<file path="src/rtl/fft_sample_decimator.sv">
// Accumulate-and-dump decimator feeding the FFT input FIFO.
// Pads with zero words so the FIFO only ever receives whole frames.
module fft_sample_decimator #(
   parameter int DIN_W      = 16,
   parameter int DOUT_W     = 22,
   parameter int LOG2_DECIM = 2,
   parameter int FRAME_LEN  = 64
) (
   input  logic              CLK,
   input  logic              RST,
   input  logic              en,
   input  logic              s_valid,
   input  logic [DIN_W-1:0]  s_data,
   output logic              s_ready,
   output logic              wr_en,
   output logic [DOUT_W-1:0] dout,
   input  logic              full,
   output logic              frame_done,
   output logic [15:0]       drop_cnt,
   output logic              busy
);

   localparam int AW = DIN_W + LOG2_DECIM;
   localparam int CW = $clog2(FRAME_LEN);
   localparam logic [LOG2_DECIM-1:0] PH_MAX = '1;
   localparam logic [CW-1:0] CNT_MAX = CW'(FRAME_LEN - 1);

   typedef enum logic [1:0] {IDLE, RUN, PAD} state_t;

   state_t                 state_q, state_d;
   logic signed [AW-1:0]   acc_q, acc_d;
   logic signed [AW-1:0]   sum;
   logic signed [DIN_W-1:0] s_sgn;
   logic [LOG2_DECIM-1:0]  phase_q, phase_d;
   logic                   out_vld_q, out_vld_d;
   logic [DOUT_W-1:0]      dout_q, dout_d;
   logic [CW-1:0]          cnt_q, cnt_d;
   logic [15:0]            drop_q, drop_d;
   logic                   accept;
   logic                   vld_left;

   assign s_sgn = s_data;
   assign sum   = acc_q + AW'(s_sgn);

   assign wr_en      = out_vld_q & ~full;
   assign frame_done = wr_en & (cnt_q == CNT_MAX);
   assign busy       = (state_q != IDLE);
   assign dout       = dout_q;
   assign drop_cnt   = drop_q;

   assign s_ready = (state_q == RUN) & en &
                    (~out_vld_q | ~full | (phase_q != PH_MAX));
   assign accept  = s_valid & s_ready;

   // Output-register occupancy and frame position after this cycle's write
   assign vld_left = out_vld_q & ~wr_en;
   assign cnt_d    = !wr_en ? cnt_q :
                     (cnt_q == CNT_MAX) ? '0 : cnt_q + CW'(1);

   assign drop_d = (en & s_valid & ~s_ready & (drop_q != 16'hFFFF)) ?
                   drop_q + 16'd1 : drop_q;

   always_comb begin
      state_d   = state_q;
      acc_d     = acc_q;
      phase_d   = phase_q;
      out_vld_d = vld_left;
      dout_d    = dout_q;
      unique case (state_q)
         IDLE: begin
            acc_d   = '0;
            phase_d = '0;
            if (en) state_d = RUN;
         end
         RUN: begin
            if (!en) begin
               acc_d   = '0;
               phase_d = '0;
               state_d = (cnt_d == '0 && !vld_left) ? IDLE : PAD;
            end else if (accept) begin
               if (phase_q == PH_MAX) begin
                  dout_d    = DOUT_W'(sum);
                  out_vld_d = 1'b1;
                  acc_d     = '0;
                  phase_d   = '0;
               end else begin
                  acc_d   = sum;
                  phase_d = phase_q + LOG2_DECIM'(1);
               end
            end
         end
         PAD: begin
            if (!vld_left) begin
               if (cnt_d == '0) begin
                  state_d = IDLE;
               end else begin
                  dout_d    = '0;
                  out_vld_d = 1'b1;
               end
            end
         end
         default: state_d = IDLE;
      endcase
   end

   always_ff @(posedge CLK or posedge RST) begin
      if (RST) begin
         state_q   <= IDLE;
         acc_q     <= '0;
         phase_q   <= '0;
         out_vld_q <= 1'b0;
         dout_q    <= '0;
         cnt_q     <= '0;
         drop_q    <= '0;
      end else begin
         state_q   <= state_d;
         acc_q     <= acc_d;
         phase_q   <= phase_d;
         out_vld_q <= out_vld_d;
         dout_q    <= dout_d;
         cnt_q     <= cnt_d;
         drop_q    <= drop_d;
      end
   end

endmodule
</file>
<file path="config.mk">
export PLATFORM = sky130hd
export DESIGN_NAME = fft_sample_decimator
export DESIGN_NICKNAME = d
export VERILOG_FILES = /design/src/rtl/fft_sample_decimator.sv
export SDC_FILE = /design/constraint.sdc
export NUM_CORES = 1
export LEC_CHECK = 0
export ABC_AREA = 1
export CAP_MARGIN = 15
export CORE_ASPECT_RATIO = 1.25
export CORE_MARGIN = 5
export CORE_UTILIZATION = 58
export DETAILED_ROUTE_END_ITERATION = 10
export DONT_BUFFER_PORTS = 1
export GPL_TIMING_DRIVEN = 1
export PLACE_DENSITY = 0.74
export SLEW_MARGIN = 20
export SYNTH_ARGS = -nofsm -noshare
export SYNTH_HDL_FRONTEND = slang
export SYNTH_SLANG_ARGS = --single-unit
</file>
<file path="constraint.sdc">
create_clock -name CLK -period 2.32 [get_ports CLK]
set_input_delay 0.696 -clock CLK [delete_from_list [all_inputs] [get_ports CLK]]
set_output_delay 0.696 -clock CLK [all_outputs]
set_load 0.01 [all_outputs]
</file>
== Word level (Yosys, flattened, before mapping) ==
Index checks and enable logic that the tools add are counted.

* Add/sub/neg operators: 4
* Equal/unequal tests: 15
* Mux-type cells: 28
* Bitwise gates (word level): 15
* Reduce and logical (&&, ||, !) cells: 10

{| class="wikitable"
|+ Operators with widths
! cell !! count
|-
| $mux 22 || 5
|-
| $mux 18 || 3
|-
| $pmux 22 s2 || 1
|-
| $pmux 18 s2 || 1
|-
| $add 18x16->18 || 1
|-
| $add 16x1->16 const B || 1
|-
| $mux 2 || 8
|-
| $ne 16x16->1 const B || 1
|-
| $ne 2x2->1 const B || 8
|-
| $mux 6 || 2
|-
| $and 1x1->1 || 9
|-
| $add 6x1->6 const B || 1
|-
| $eq 6x6->1 const B || 1
|-
| $logic_not 6->1 || 1
|-
| $pmux 2 s3 || 1
|-
| $reduce_and 6->1 || 1
|-
| $reduce_bool 2->1 || 3
|-
| $mux 1 || 5
|-
| $eq 2x2->1 const B || 2
|-
| $not 1->1 || 4
|-
| $pmux 2 s2 || 1
|-
| $reduce_and 4->1 || 1
|-
| $ne 3x3->1 const B || 1
|-
| $add 2x1->2 const B || 1
|-
| other kinds (8) || 9
|}

* Flip-flop bits (word level): 67
* Input port bits: 21

== Logic depth before layout (Yosys ltp) ==
Gate-level depths: netlist of run 1.

* Depth in word-level cells: 9
* Depth in mapped cells: 13

== Worst setup path before layout of run 1 ==
OpenSTA, ideal clock, no wires.

* Kind: input to register
* Start: input s_data[0]
* End: register dout_q[10], in the netlist dout[10]
* Library setup time: 118 ps
* Arrival time: 2257 ps
* Path slack: -55 ps
* Stages on the path: 10
* Path through: ha_1 > inv_1 > fa_1 > o21ai_0 > nand2_1 > nand2_1 > a21boi_0 > or2_2 > nand3_1 > nand2_1

* Longest elaborated chain between the ends: 5

{| class="wikitable"
|+ Ends and longest elaborated chain
! element !! line !! source
|-
| start: declaration || 13 || <nowiki>input logic [DIN_W-1:0] s_data,</nowiki>
|-
| $add 18x16->18 || 43 || <nowiki>assign sum = acc_q + AW'(s_sgn);</nowiki>
|-
| $mux 22 || 81 || <nowiki>if (phase_q == PH_MAX) begin</nowiki>
|-
| $mux 22 || 80 || <nowiki>end else if (accept) begin</nowiki>
|-
| $mux 22 || 76 || <nowiki>if (!en) begin</nowiki>
|-
| $pmux 22 s2 || 69 || <nowiki>unique case (state_q)</nowiki>
|-
| end signal: assignment || 120 || <nowiki>dout_q <= dout_d;</nowiki>
|-
| end: declaration || 36 || <nowiki>logic [DOUT_W-1:0] dout_q, dout_d;</nowiki>
|}

No other way between the ends. The select of a mux whose other input is x is not followed.
A chain may end at the register's enable or synchronous reset.

== Worst setup path after layout of run 1 ==
* Start: register state_q[1]
* End: output s_ready

* Longest elaborated chain between the ends: 3

{| class="wikitable"
|+ Ends and longest elaborated chain
! element !! line !! source
|-
| start: declaration || 30 || <nowiki>state_t state_q, state_d;</nowiki>
|-
| start signal: assignment || 116 || <nowiki>state_q <= state_d;</nowiki>
|-
| $eq 2x1->1 || 51 || <nowiki>assign s_ready = (state_q == RUN) & en &</nowiki>
|-
| $and 1x1->1 (2 in series) || 51 ||
|-
| end: declaration || 14 || <nowiki>output logic s_ready,</nowiki>
|}

No other way between the ends.

==> impl_metrics.tcl, run 1 <==
set metrics [dict create \
    area_delta_synth_final_pct 10.7 \
    die-width_um 83.0 \
    synth_edf_count 0 \
    slew_headroom 0.670 \
    slew_viol_final 0 \
    crit_buf_inv 3 \
    cp_max_fo 3 \
    antenna_found_initial 0 \
    ctsResizeCount 0 \
    cp.arrival_ps 1470 \
    drt_pass1_iterations 5 \
    core_mm2 0.00652 \
    n_antenna_cell 0 \
    drt-initial-drc-count 98 \
    yosysMostFrequentCell "nand2_1" \
    synth_cell_types 39 \
    start_util 0.593 \
    root_buffer "clkbuf_8" \
    worstSetupStartpoint "state_q[1]" \
    rows 33 \
    cp.required_ps 1620 \
    ant_nets 0 \
    syn_area_per_cell_um2 7.78 \
    min_path_type "in -> async" \
    crit_type "reg -> out" \
    synth_compound_area_frac 0.0848 \
    drive_gt1_frac 0.0911 \
    synthArstFlopShare 1.00 \
    numClockSinks 63 \
    placed_cells 587 \
    synth.area.top_cells "dfrtp_1, nand2_1, ha_1" \
    cp_cell_sequence "inv_1, ha_1, nand2_1, inv_2, o21ai_2, inv_1" \
    grt_max_degree 45 \
    vdd_drop_max_v 0.000794 \
    drc 0 \
    track_usage 0.229 \
    viasPerCell 5.62 \
    synth_xor_area_frac 0.0566 \
    end_kind "output port" \
    clk_latency_ps 350 \
    gp_congestion 0.923 \
    nets 556 \
    cp.depth 6 \
    portBuffers 0 \
    syn_area_mm2 0.00387 \
    ioPinCount 63 \
    die-area_mm2 0.00841 \
    crit_top_cell "inv_1" \
    synth_flop_cell "dfrtp_1" \
    grt_first_pass_wirelength_mm 15.6 \
    maxCapViolations 0 \
    cts_buffer_depth 2 \
    cpMaxStageDelayCell "dfrtp_1" \
    synth_top_family_by_area "simple AND/OR/NAND/NOR gates" \
    synth.area.mux_share 0 \
    ff2ff_path_depth 10 \
    rsz0062_at_grt "no" \
    start_kind "flip-flop" \
    ctsHtreeMaxLevel 3 \
    setup_violations 0 \
    synthSimpleGateAreaFrac 0.304 \
    postCtsHoldBufs 0 \
    worst_path_dominant_cell_family "flip-flops" \
    ys_seq_area_frac 0.408 \
    die_h_um 101 \
    status "completed" \
    fin_cells 603 \
    grt_overflow_total 0 \
    ys_seq_elements 63 \
    yosysWarnings 0 \
    finalHoldViolCount 0 \
    fin_util 0.657 \
    yosys-top-cells-count "nand2_1, dfrtp_1, nand3_1, inv_1, nor2_1" \
    grt_pass1_vias 3438 \
    postCtsSetupBuffers 0 \
    r2r_start "acc_q[0]" \
    synth_top_area_frac 0.408 \
    rr_endpoint "acc_q[12]" \
    netlist_instances 497 \
    hold_ws_ps 225 \
    leakagePower_uw 0.00226 \
    cts_tree "done" \
    routed_wl_mm 9.18 \
    synthAdderAreaFrac 0.0796 \
    cp-endpoint "s_ready" \
    tightest_slew_ps 495 \
    dp_hpwl_mm 6.94 \
    fin_crit_ps 2170 \
    vias 3386 \
    reg2reg_slack_ps 210 \
    power.density_mw_per_mm2 1350 \
    wl_per_cell_um 15.2 \
    path_clk_slew_ps 80 \
    synth_area_leader_cell "dfrtp_1" \
    max_freq_mhz 462 \
    period_share 0.934 \
    cp_slowest_stage_delay_ps 410 \
    fin_skew_ps 10.4 \
    syn_nets 542 \
    numCtsBuffers 9 \
]
registers in the layout, summed over array words and instances, names as in the netlist:
name	cells
state_q	2
acc_q	18
cnt_q	6
dout	18
phase_q	2
out_vld_q	1
drop_cnt	16
report_power, final:
part	total (uW)	internal (uW)	switching, uW
Clock	1190	739	446
Sequential	1930	1510	423
Combinational	2680	992	1690
how the worst min path moves through the flow:
stage | start | endpoint | slack, ps | depth (start not counted)
6_report | RST | drop_cnt[5] | 220 | 1
5_1_grt | RST | drop_cnt[2] | 250 | 1
4_1_cts | RST | drop_cnt[5] | 230 | 1
3_5_place_dp | acc_q[12] | acc_q[12] | 470 | 2
3_3_place_gp | acc_q[9] | acc_q[9] | 470 | 2
2_1_floorplan | acc_q[11] | acc_q[11] | 450 | 2
per-stage QoR:
step | cell area [um2] | setup slack, ps | total power (uW) | TNS, ps
6_report | 4280 | 154 | 5800 | 0
5_1_grt | 4280 | 35.7 | 6260 | 0
4_1_cts | 4280 | 138 | 5810 | 0
3_5_place_dp | 4040 | -87.3 | 4600 | -336
3_3_place_gp | 4040 | -65.4 | 4520 | -194
2_1_floorplan | 3870 | 33.0 | 3900 | 0
final cells by class:
type	count	area, um2
fillers	608	2240
multi-input cells	374	2030
flip-flops and latches	63	1580
inverters	47	176
repair buffers	16	145
clock buffers	10	138
well taps	87	109
clock inverters	6	108
layer usage:
layer  GRT usage  vias to the layer above  part of all wire
met5           0                        -                 0
met4       0.123                        0             0.030
met3      0.0480                       18             0.059
met2       0.411                      111              0.51
met1       0.255                     1600              0.40
li1            -                     1657                 -
worst register-to-register path, cell delays in order (launching register included):
cell     delay, ps
dfrtp_1        370
ha_1           190
inv_1           70
fa_1           400
o21ai_1        210
nand2_1         80
nand2_1        140
a21oi_1        110
or2_2          300
nand3_1         90
nand2_1         60
cells by family (layout without fill, tap and decap cells):
| family | count (synthesis) | count (layout) |
|---|---|---|
| flip-flops | 63 | 63 |
| buffers and inverters | 60 | 79 |
| XOR/XNOR | 25 | 25 |
| adder cells (fa/ha/maj) | 24 | 24 |
| AND/OR/NAND/NOR | 269 | 269 |
| AO/OA/AOI/OAI | 56 | 56 |
cell usage in the layout, fill, tap and decap left out, types with 3 or more instances in the layout:
master / synthesis / routed
xnor2_1: 6 / 6
or2_2: 4 / 4
dfrtp_1: 63 / 63
nor3_1: 6 / 6
a22o_1: 6 / 6
bufinv_16: 0 / 3
ha_1: 23 / 23
o21ai_0: 18 / 17
xor2_1: 19 / 19
inv_2: 2 / 3
buf_4: 6 / 14
a21oi_1: 21 / 21
clkbuf_8: 0 / 10
nand4_1: 6 / 6
nor4_1: 5 / 5
inv_1: 45 / 44
nor2_1: 25 / 25
nand3_1: 56 / 56
nand2_1: 155 / 155
(Power assumes the default switching activity.)
==> run 2: changes to the inputs <==
ABC_AREA = default   (was 1)
PLACE_DENSITY = 0.87   (was 0.74)
==> run 2 against run 1 <==
Clock-buffer cell count decreased by 1. Highest routed layer unchanged. Worst hold slack improved by 48 ps. First-iteration DRC count increased by 120%. Area after synthesis decreased by 2.9%. Largest power group unchanged. Routed wire length increased by 2.6%. Critical path type is now reg -> reg. Cell count decreased by 16%.
==> impl_metrics.tcl, run 2 <==
set metrics [dict create \
    reg2reg_slack_ps 40 \
    worst_path_dominant_cell_family "simple AND/OR/NAND/NOR gates" \
    syn_area_mm2 0.00375 \
    final_cell_mix "dfrtp_1, buf_4, nand2_1" \
    met1Wirelength_mm 3.72 \
    root_buffer "clkbuf_8" \
    cts_tree "done" \
    rows 32 \
    start_util 0.601 \
    cp_cell_sequence "ha_4, inv_2, fa_2, nor2b_4, nor2_2, o221ai_4, a211oi_4, or4b_4, o311ai_4, a22o_1" \
    area_delta_synth_final_pct 23.5 \
    yosys-top-cells-count "dfrtp_1, nand2_1, a22o_1, ha_1, nor2_1" \
    cp.required_ps 2610 \
    start_kind "flip-flop" \
    cpMaxStageDelayCell "or4b_4" \
    gp_congestion 0.861 \
    tightest_slew_ps 541 \
    maxCapViolations 0 \
    dr_wl_met3_um 602 \
    n_fill_cell 420 \
    nets 462 \
    layout_commonest_cell "dfrtp_1" \
    syn_nets 422 \
    ys_seq_area_frac 0.420 \
    portBuffers 0 \
    synth.area.top_cells "dfrtp_1, ha_1, a22o_1" \
    netlist_instances 377 \
    yosysWarnings 0 \
    grt_overflow_total 0 \
    drt-initial-drc-count 217 \
    slew_viol_final 0 \
    finalHoldViolCount 0 \
    synth_top_area_frac 0.420 \
    final.setup.tns_ps 0 \
    cp_max_fo 3 \
    cp_slowest_stage_delay_ps 510 \
    synthArstFlopShare 1.00 \
    yosysMostFrequentCell "dfrtp_1" \
    rsz0062_at_grt "yes" \
    numClockSinks 63 \
    clk_latency_ps 360 \
    slew_headroom 0.639 \
    fin_crit_ps 2280 \
    fin_skew_ps 14.8 \
    track_usage 0.241 \
    synth_flop_cell "dfrtp_1" \
    power.density_mw_per_mm2 974 \
    fin_cells 507 \
    ctsHtreeMaxLevel 3 \
    antenna_found_initial 0 \
    routed.top_layer "met4" \
    vias 3083 \
    synth_area_leader_cell "dfrtp_1" \
    min_path_type "in -> async" \
    synth_edf_count 0 \
    ioPinCount 63 \
    n_antenna_cell 0 \
    leakagePower_uw 0.00218 \
    crit_type "reg -> reg" \
    end_kind "flip-flop" \
    path_clk_slew_ps 80 \
    multi_input_area_mm2 0.00229 \
    ant_nets 0 \
    postCtsHoldBufs 0 \
    routed_wl_mm 9.42 \
    grt_max_degree 64 \
    vdd_drop_max_v 0.000492 \
    drive_gt1_frac 0.263 \
    die-width_um 82.0 \
    crit_buf_inv 1 \
    core_mm2 0.00625 \
    status "completed" \
    wl_met2_mm 4.91 \
    viasPerCell 6.08 \
    cp.arrival_ps 2570 \
    drc 0 \
    grt_pass1_vias 3199 \
    setup_violations 0 \
    die-area_mm2 0.00819 \
    syn_area_per_cell_um2 9.96 \
    max_freq_mhz 439 \
    synth_cell_types 63 \
    ys_seq_elements 63 \
    wl_per_cell_um 18.6 \
    cts_buffer_depth 2 \
    die_h_um 100 \
    seq_area_mm2 0.00158 \
    numCtsBuffers 9 \
    dp_hpwl_mm 6.39 \
    period_share 0.983 \
    grt_first_pass_wirelength_mm 15.0 \
    drt_pass1_iterations 5 \
    placed_cells 486 \
]
==> run 2: cell types whose count changed after synthesis, sizes merged, moves of 5 or more <==
cell | before | now
a21oi | 22 | 15
nand2b | 0 | 6
nand3 | 58 | 12
buf | 12 | 7
nor2 | 27 | 22
inv | 47 | 21
nand2 | 156 | 38
xor2 | 19 | 14
clkbuf | 1 | 8
or2 | 6 | 0
a22o | 6 | 28
xnor2 | 6 | 16
a21o | 1 | 7
==> run 2: final cells by class <==
class,count,area share
Multi-Input combinational cell,278,0.493
Sequential cell,63,0.340
Timing Repair Buffer,44,0.0850
Clock buffer,9,0.0267
Tap cell,85,0.0229
Inverter,21,0.0170
Clock inverter,7,0.0156
==> run 2: worst register-to-register path: cells and delay by family (launching register included) <==
kind	cells	cell delay, ps
AO/OA/AOI/OAI	4	560
adder cells (fa/ha/maj)	2	530
buffers and inverters	1	40
flip-flops	1	400
AND/OR/NAND/NOR	3	690
==> run 2: per-stage QoR <==
stage	util	hold slack (ps)	setup slack, ps	total power [uW]	cell area (um2)
3_3_place_gp	0.677	470	-272	3210	4230
6_report	0.743	273	40.3	4520	4640
2_1_floorplan	-	454	-236	2750	3890
5_1_grt	0.743	286	-75.3	4780	4640
3_5_place_dp	0.677	498	-355	3310	4230
4_1_cts	0.715	288	-38.1	4310	4460
==> run 2: metal layers <==
layer | track usage | up-vias
li1 | - | 1440
met5 | 0 | -
met3 | 0.0646 | 20
met2 | 0.397 | 96
met1 | 0.289 | 1527
met4 | 0.110 | 0
==> run 2: cell families (layout without fill, tap and decap cells) <==
kind of cell | after synthesis | after routing | synth area share
simple gates | 121 | 121 | 0.174
compound gates | 99 | 99 | 0.196
flops | 63 | 63 | 0.420
buf+inv | 36 | 81 | 0.0440
xor+xnor | 30 | 30 | 0.0700
fa+ha+maj | 24 | 24 | 0.0820
mux | 4 | 4 | 0.0143
==> run 2: final timing paths <==
check / to / startpoint / cells after the start
max: acc_q[16] / acc_q[0] / 10
min: cnt_q[1] / RST / 2
max reg2reg: acc_q[16] / acc_q[0] / 10
min reg2reg: acc_q[3] / acc_q[3] / 1
max in group asynchronous: acc_q[9] / RST / 2
min in group CLK: state_q[1] / en / 1
==> run 2: power by group <==
| part | switching [uW] | internal (uW) |
|---|---|---|
| clock network | 464 | 497 |
| logic | 1090 | 962 |
| registers | 223 | 1280 |
==> run 2: repair_timing <==
item / 4_1_cts / 5_1_grt
endpoints found under the setup margin: 3 / 17
setup buffers: 2 / 1
resized for setup: 2 / 23
pin swaps: 5 / 24
cloned: 0 / 2
==> run 3: changes to the inputs <==
ABC_CLOCK_PERIOD_IN_PS = 2320   (was default)
REMOVE_ABC_BUFFERS = 1   (was default)
==> run 3 against run 2 <==
The flow now finishes with violations (setup timing). Non-clock buffer count up 21. Clock skew decreased by 3.4 ps. Setup slack got worse by 160 ps. Sequential power about the same. Worst hold slack worse by 25 ps. Sequential share of layout area shrank 0.89 points. Largest cell class unchanged.
==> impl_metrics.tcl, run 3 (same netlist as run 2, synthesis figures left out) <==
set metrics [dict create \
    cp_max_fo 2 \
    nets 483 \
    fin_crit_ps 2440 \
    final.setup.tns_ps -503 \
    setup_violations 7 \
    max_freq_mhz 409 \
    dp_hpwl_mm 6.72 \
    fin_cells 527 \
    clk_latency_ps 340 \
    slew_viol_final 0 \
    root_buffer "clkbuf_8" \
    numCtsBuffers 9 \
    grt_overflow_total 0 \
    drive_gt1_frac 0.287 \
    fin_skew_ps 11.4 \
    layout_commonest_cell "dfrtp_1" \
    wl_per_cell_um 21.4 \
    n_fill_cell 382 \
    viasPerCell 6.44 \
    period_share 1.05 \
    ctsHtreeMaxLevel 3 \
    fin_ws_ps -123 \
    cp.arrival_ps 2720 \
    placed_cells 496 \
    ioPinCount 63 \
    crit_type "reg -> reg" \
    grt_first_pass_wirelength_mm 16.2 \
    vdd_drop_max_v 0.000642 \
    portBuffers 0 \
    final_cell_mix "dfrtp_1, buf_4, nand2_1" \
    start_util 0.601 \
    antenna_found_initial 0 \
    tightest_slew_ps 581 \
    vias 3394 \
    p_seq_frac 0.313 \
    p_switching_uw 1830 \
    internal_power_uw 2970 \
    seq_area_mm2 0.00158 \
    r2r_start "acc_q[0]" \
    die-area_mm2 0.00819 \
    rr_endpoint "dout[16]" \
    p_comb_frac 0.458 \
    sw_frac_of_total 0.381 \
    gp_congestion 0.943 \
    violations "setup timing" \
    cts_tree "done" \
    multi_input_area_mm2 0.00221 \
    grt_pass1_vias 3333 \
    n_antenna_cell 0 \
    start_kind "flip-flop" \
    maxCapViolations 0 \
    power_frac_clock 0.229 \
    rows 32 \
    numClockSinks 63 \
    ff2ff_path_depth 10 \
    power.density_mw_per_mm2 1010 \
    postCtsHoldBufs 0 \
    reg2reg_slack_ps -120 \
    status "complete, but fails checks" \
    drt_pass1_iterations 5 \
    grt_max_degree 43 \
    drc 0 \
    slew_headroom 0.612 \
    area_delta_synth_final_pct 26.9 \
    die_h_um 100 \
    core_mm2 0.00625 \
    cts_buffer_depth 2 \
    cp.required_ps 2600 \
    die-width_um 82.0 \
    leakagePower_uw 0.00231 \
    ant_nets 0 \
    rsz0062_at_grt "yes" \
    drt-initial-drc-count 330 \
    end_kind "flip-flop" \
    track_usage 0.258 \
    finalHoldViolCount 0 \
    path_clk_slew_ps 70 \
    min_path_type "in -> async" \
    routed_wl_mm 11.3 \
]
-- run 3: cell types whose count changed in the layout (fill, tap and decap cells not counted), sizes merged --
cell      change
buf          +22
clkbuf        +2
clkinv        -2
clkinvlp      -2
bufinv        +1
inv           -1
-- run 3: power groups by stage --
stage	sequential (uW)	clock, uW	combinational, uW
5_1_grt	1520	1170	2360
2_1_floorplan	1460	0	1140
3_5_place_dp	1490	0	1750
3_3_place_gp	1480	0	1660
6_report	1500	1100	2200
4_1_cts	1480	1110	1850
-- run 3: per-layer routing --
metal | GRT usage | share of wire | vias to the layer above | wire (um)
met1 | 0.307 | 0.36 | 1665 | 4100
met2 | 0.431 | 0.51 | 189 | 5740
met5 | 0 | 0 | - | 0
li1 | - | - | 1487 | -
met3 | 0.0799 | 0.089 | 53 | 1010
met4 | 0.0985 | 0.041 | 0 | 458
-- run 3: stage by stage --
stage | worst slack [ps] | total power (uW) | area, um2 | hold slack [ps] | util
floorplan | -329 | 2600 | 3670 | 454 | -
global placement | -306 | 3140 | 4170 | 469 | 0.667
detailed placement | -347 | 3240 | 4170 | 488 | 0.667
CTS | 1.99 | 4430 | 4480 | 262 | 0.718
global route | -179 | 5050 | 4760 | 285 | 0.763
finish | -123 | 4800 | 4760 | 248 | 0.763
-- run 3: final cells by class --
class	count	share of cell area
Sequential cell	63	0.331
Timing Repair Buffer	65	0.118
Clock inverter	3	0.0137
Multi-Input combinational cell	278	0.464
Clock buffer	12	0.0347
Inverter	21	0.0165
Tap cell	85	0.0223
-- run 3: how the worst max path moves through the flow --
stage,cells past startpoint,endpoint,from
4_1_cts,11,dout[14],acc_q[0]
2_1_floorplan,10,acc_q[16],s_data[0]
3_5_place_dp,11,dout[14],s_data[0]
5_1_grt,10,dout[16],acc_q[0]
3_3_place_gp,11,dout[14],s_data[0]
6_report,10,dout[16],acc_q[0]
-- run 3: repair_timing --
item / in CTS / in global routing
pin swaps: 6 / 27
setup buffers: 3 / 11
setup endpoints to repair: 8 / 31
resized for setup: 8 / 38
cloned: 1 / 1
-- run 3: critical path, stage by stage, from the launching register on --
cell and delay, ps:
dfrtp_1 380, ha_2 220, inv_2 50, fa_2 390, nor2b_4 140, nor2_2 50, o221ai_2 220, a211oi_2 120
or4b_4 520, o311ai_4 100, a22o_1 180
